==> config.mk <==
export PLATFORM = sky130hd
export DESIGN_NAME = fifo_serial_tx
export DESIGN_NICKNAME = d
export VERILOG_FILES = /design/src/rtl/serial_bus_pkg.sv /design/src/rtl/bit_timer.sv /design/src/rtl/fifo_serial_tx.sv
export SDC_FILE = /design/constraint.sdc
export NUM_CORES = 1
export LEC_CHECK = 0
export CORE_MARGIN = 3
export CORE_UTILIZATION = 50
export CTS_BUF_LIST = sky130_fd_sc_hd__clkbuf_4 sky130_fd_sc_hd__clkbuf_8
export DETAILED_ROUTE_END_ITERATION = 10
export HOLD_SLACK_MARGIN = 0.15
export PLACE_DENSITY_LB_ADDON = 0.08
export REMOVE_ABC_BUFFERS = 1
export SLEW_MARGIN = 5
export SYNTH_ARGS = -nofsm -noshare
export SYNTH_HDL_FRONTEND = slang
export SYNTH_HIERARCHICAL = 1
export SYNTH_SLANG_ARGS = --single-unit
==> constraint.sdc <==
create_clock -name clk -period 1.9 [get_ports clk]
set_clock_uncertainty 0.2 [all_clocks]
set_input_delay 0.38 -clock clk [delete_from_list [all_inputs] [get_ports clk]]
set_output_delay 0.38 -clock clk [all_outputs]
set_load 0.01 [all_outputs]
==> src/rtl/serial_bus_pkg.sv <==
// Shared definitions for the serial system bus transmit/receive blocks.
// Contents:
//   tx_state_e    - frame FSM state encoding (3-bit)
//   IDLE_LEVEL    - line level between frames
//   START_LEVEL   - line level of the start bit
//   frame_cycles  - clk cycles from the start-bit edge to the frame_done cycle
package serial_bus_pkg;

  typedef enum logic [2:0] {
    StIdle   = 3'd0,
    StStart  = 3'd1,
    StData   = 3'd2,
    StParity = 3'd3,
    StStop   = 3'd4
  } tx_state_e;

  localparam logic IDLE_LEVEL  = 1'b1;
  localparam logic START_LEVEL = 1'b0;

  function automatic int unsigned frame_cycles(input int unsigned data_width,
                                               input int unsigned clks_per_bit,
                                               input int unsigned parity_en);
    return clks_per_bit * (2 + data_width + parity_en);
  endfunction

endpackage

==> src/rtl/bit_timer.sv <==
// Bit-period timer shared by the serial transmitter and receiver.
// Ports:
//   clk     - clock, rising edge
//   rstn    - asynchronous active-low reset
//   clear   - holds the count at 0 (used while the line is idle)
//   bit_end - high during the last cycle of each CLKS_PER_BIT-cycle bit period
module bit_timer #(
  parameter int unsigned CLKS_PER_BIT = 4
) (
  input  logic clk,
  input  logic rstn,
  input  logic clear,
  output logic bit_end
);

  localparam int unsigned CW = (CLKS_PER_BIT > 1) ? $clog2(CLKS_PER_BIT) : 1;
  localparam logic [CW-1:0] LAST = CW'(CLKS_PER_BIT - 1);

  logic [CW-1:0] count_q, count_d;

  assign bit_end = (count_q == LAST);

  // Restarting at every bit end keeps the count from wrapping inside a state and
  // leaves it at 0 on every state change, since states only change at bit ends.
  always_comb begin
    count_d = count_q + 1'b1;
    if (clear || bit_end) begin
      count_d = '0;
    end
  end

  always_ff @(posedge clk or negedge rstn) begin
    if (!rstn) begin
      count_q <= '0;
    end else begin
      count_q <= count_d;
    end
  end

endmodule

==> src/rtl/fifo_serial_tx.sv <==
// Pops words from a FIFO read port and sends each as a UART-style frame:
// start bit, data LSB first, optional even parity bit, stop bit.
// Ports:
//   clk        - clock, rising edge
//   rstn       - asynchronous active-low reset
//   en         - allows new frames to start; a frame in progress always completes
//   fifo_empty - FIFO empty flag
//   fifo_data  - FIFO head word, valid while fifo_empty is low
//   fifo_deq   - combinational pop strobe, one cycle per frame
//   tx         - registered serial line, idles high
//   busy       - registered, high while a frame is on the line
//   frame_done - registered one-cycle pulse in the first idle cycle after a frame
module fifo_serial_tx
  import serial_bus_pkg::*;
#(
  parameter int unsigned DATA_WIDTH   = 8,
  parameter int unsigned CLKS_PER_BIT = 4,
  parameter int unsigned PARITY_EN    = 0
) (
  input  logic                  clk,
  input  logic                  rstn,
  input  logic                  en,
  input  logic                  fifo_empty,
  input  logic [DATA_WIDTH-1:0] fifo_data,
  output logic                  fifo_deq,
  output logic                  tx,
  output logic                  busy,
  output logic                  frame_done
);

  localparam int unsigned IW = $clog2(DATA_WIDTH) + 1;
  localparam logic [IW-1:0] LAST_IDX = IW'(DATA_WIDTH - 1);

  tx_state_e             state_q, state_d;
  logic [DATA_WIDTH-1:0] shift_q, shift_d;
  logic                  parity_q, parity_d;
  logic [IW-1:0]         idx_q, idx_d;
  logic                  tx_q, tx_d;
  logic                  busy_q;
  logic                  done_q;
  logic                  bit_end;

  bit_timer #(
    .CLKS_PER_BIT(CLKS_PER_BIT)
  ) u_bit_timer (
    .clk    (clk),
    .rstn   (rstn),
    .clear  (state_q == StIdle),
    .bit_end(bit_end)
  );

  // rstn is folded in so no pop is signalled while the block is held in reset.
  assign fifo_deq = (state_q == StIdle) && en && !fifo_empty && rstn;

  always_comb begin
    state_d  = state_q;
    shift_d  = shift_q;
    parity_d = parity_q;
    idx_d    = idx_q;

    unique case (state_q)
      StIdle: begin
        if (fifo_deq) begin
          shift_d  = fifo_data;
          parity_d = ^fifo_data;
          idx_d    = '0;
          state_d  = StStart;
        end
      end
      StStart: begin
        if (bit_end) begin
          idx_d   = '0;
          state_d = StData;
        end
      end
      StData: begin
        if (bit_end) begin
          if (idx_q == LAST_IDX) begin
            idx_d   = '0;
            state_d = (PARITY_EN != 0) ? StParity : StStop;
          end else begin
            shift_d = shift_q >> 1;
            idx_d   = idx_q + 1'b1;
          end
        end
      end
      StParity: begin
        if (bit_end) begin
          state_d = StStop;
        end
      end
      StStop: begin
        if (bit_end) begin
          state_d = StIdle;
        end
      end
      default: begin
        state_d = StIdle;
      end
    endcase

    // Line level follows the state being entered so tx lines up with state_q.
    unique case (state_d)
      StStart:  tx_d = START_LEVEL;
      StData:   tx_d = shift_d[0];
      StParity: tx_d = parity_d;
      default:  tx_d = IDLE_LEVEL;
    endcase
  end

  always_ff @(posedge clk or negedge rstn) begin
    if (!rstn) begin
      state_q  <= StIdle;
      shift_q  <= '0;
      parity_q <= 1'b0;
      idx_q    <= '0;
      tx_q     <= IDLE_LEVEL;
      busy_q   <= 1'b0;
      done_q   <= 1'b0;
    end else begin
      state_q  <= state_d;
      shift_q  <= shift_d;
      parity_q <= parity_d;
      idx_q    <= idx_d;
      tx_q     <= tx_d;
      busy_q   <= (state_d != StIdle);
      done_q   <= (state_q == StStop) && (state_d == StIdle);
    end
  end

  assign tx         = tx_q;
  assign busy       = busy_q;
  assign frame_done = done_q;

endmodule

==> summary.md <==
| Metric | Value |
|---|---|
| Status | `completed` |
| Most instantiated cells after synthesis | `dfrtp_1 (20), nand2_1 (19), nor2_1 (7), xnor2_1 (7), a22oi_1 (6)` |
| Final slew viol count | `0` |
| Largest net degree at the start of global routing | `21` |
| Area Growth Syn to Fin | `34.4%` |
| Vias per cell | `~5.3` |
| Worst Setup End Kind | `output pin` |
| Relative slew slack | `a little under two fifths` |
| Syn. warnings | `6` |
| Final nets | `154` |
| Buffers added on ports | `15` |
| Sequential area share after synthesis | `about half` |
| HP Class | `flip-flop to flip-flop` |
| Starting Density | `53.8%` |
| Vias in the first global route | `775` |
| CTS tree | `yes` |
| Io pins | `16` |
| WL/cell | `13.9 um` |
| Core Region | `2000 um^2` |
| Clock sinks | `21` |
| Netlist cell types | `36` |
| Critical path class | `input port to output pin` |
| Synthesized area | `1080 um^2` |
| Clock tree buffer depth | `2` |
| Worst-Margin Slew | `930 ps` |
| Psw | `600 uW` |
| Layout cells sized above 1 | `29.5%` |
| Clk_lat worst skew | `300 ps` |
| Crit path time final | `1870 ps` |
| ANT nets after route | `0` |
| Root Driver | `clkbuf_4` |
| Clk pwr share | `13.5%` |
| Syn avg cell area | `10.4 um^2` |
| Mapped Cells | `103` |
| Tcrit/Tclk final | `98.5%` |
| First-pass GRT wire length | `3.44 mm` |
| Hold Fails Final Rpt | `0` |
| Power per cell area | `1180 nW/um^2` |
| Die width | `52.4 um` |
| Grt total ovfl | `0` |
| Async set or reset register ratio after synthesis | `100%` |
| Placer's final routability congestion estimate | `approximately 0.83` |
| Final wirelength | `around 2.3 mm` |
| #FFs+latches synth | `21` |
| Total of max-cap violations | `0` |
| Net Sw Frac | `35.3%` |
| Combinational share of power | `45.1%` |
| Cell area after placement | `1350 um^2` |
| CP Data Required Time | `1320 ps` |
| CP arrival | `1290 ps` |
| Worst-path fanout max | `2` |
| DIE AREA | `2740 um^2` |
| Iteration-0 DRC Markers | `16` |
| Initial antenna violation count | `0` |
| N_diodes | `0` |
| Setup Viol. Count Final | `0` |
| Primary FF master, synth | `dfrtp_1` |
| Post-route setup TNS | `0 ps` |
| Std cell rows | `16` |
| Hold Slack | `roughly 290 ps` |
| Htree depth | `1` |
| Crit start category | `input port` |
| Leak | `a little under 0.0007 uW` |
| Top cell type's share of synthesized area | `46.5%` |
| DRC Markers | `0` |
| Total Routing Usage GR | `17.1%` |
| Final instance area | `1450 um^2` |
| Sequential power share | `41.4%` |
| Most frequent cell after synthesis | `dfrtp_1` |
| EDFF count, synth | `0` |
| Top cells by area, synth | `dfrtp_1 (47%), nand2_1 (6.6%), xnor2_1 (5.7%), a22oi_1 (4.2%), dfstp_2 (2.4%)` |
| RSZ-0062 raised after global routing | `true` |
| Detailed-route via count | `882` |
| Clock-pin transition on the worst setup and hold timing paths | `110 ps` |
| Drt pass-1 iters | `4` |
| CTS Buf Count | `3` |
| DP Wirelength | `1.60 mm` |
| Leading area contributor after synthesis | `dfrtp_1` |
| Achievable clock frequency | `0.534 GHz` |
| VDD IR max | `733 uV` |
| Int Pwr | `between 1000 and 1500 uW` |
| Die Height | `52.4 um` |
[layout by cell type, fill, tap and decap left out, drive strengths merged, types with 2 or more instances in the layout]
cell	n
dfrtp	20
nand2	19
buf	18
clkdlybuf4s50	11
nor2	7
xnor2	7
a22oi	7
o21ai	6
nor3	5
clkbuf	4
a21oi	4
dlygate4sd2	3
and3	3
o22ai	2
ha	2
inv	2
and3b	2
[final cells by class]
cell class	count	area, um^2
multi-input combinational	78	547
sequential	21	527
tap	27	33.8
clock buffer	4	30.0
timing repair buffer	34	302
inverter	2	7.51
fill	155	556
[cells by family (layout without fill, tap and decap cells)]
family                   count (synthesis)  after routing  synth area share, %
buffers and inverters                    4             40                 1.63
flip-flops                              21             21                 49.0
XOR/XNOR                                 7              7                 5.70
AO/OA/AOI/OAI                           25             25                 17.7
AND/OR/NAND/NOR                         44             44                 23.7
adder cells (fa/ha/maj)                  2              2                 2.33
[registers in the layout, summed over array words and instances, names as in the netlist]
name                 count
frame_done               1
shift_q                  8
tx                       1
state_q                  3
busy                     1
u_bit_timer/count_q      2
idx_q                    4
parity_q                 1
[routing by layer]
layer  up-vias  wire, um  GRT usage, %  share of wire (%)
met2        16      1140          26.9                 49
met5         -         0             0                  0
met3         2        75          3.42                3.2
met4         0        10          5.11               0.43
li1        444         -             -                  -
met1       420      1090          23.6                 47
[power groups by stage]
stage / combinational, uW / sequential, uW / clock, uW
2_1_floorplan: 404 / 741 / 0
3_3_place_gp: 712 / 707 / 0
3_5_place_dp: 731 / 716 / 0
4_1_cts: 733 / 705 / 237
5_1_grt: 851 / 722 / 253
6_report: 768 / 705 / 229
[path summary, 6_finish.rpt]
path                                              from                      to  slack [ps]  cells after the start
worst min register to register  shift_q[4]$_DFFE_PN0P_  shift_q[4]$_DFFE_PN0P_         290                      2
max in group asynchronous                         rstn  shift_q[5]$_DFFE_PN0P_         480                      3
worst max-delay path                                en                fifo_deq          30                      4
worst max register to register    idx_q[0]$_DFFE_PN0P_          busy$_DFF_PN0_          30                      6
min in group asynchronous                         rstn    frame_done$_DFF_PN0_         450                      3
worst min-delay path            shift_q[4]$_DFFE_PN0P_  shift_q[4]$_DFFE_PN0P_         290                      2
[stage by stage]
stage	total power, uW	worst slack, ps	cells	util [%]
2_1_floorplan	1150	30.6	101	-
3_3_place_gp	1420	-437	156	67.3
3_5_place_dp	1450	-449	156	67.3
4_1_cts	1680	19.2	162	70.0
5_1_grt	1820	-56.8	166	72.3
6_report	1700	28.7	166	72.3
[worst max-delay path, stage by stage]
cell and delay (ps):
clkdlybuf4s50_1 480, and3b_1 180, and2_4 160, buf_6 90
[repair_timing]
action | 4_1_cts | 5_1_grt
buffers inserted | 0 | 4
setup endpoints to repair | 6 | 16
hold buffers | 2 | 0
resized for setup | 10 | 5
pin swaps | 1 | 3
endpoints found under the hold margin | 20 | 0
gates cloned | 0 | 0
No activity file was read; power rests on OpenSTA's default activity.
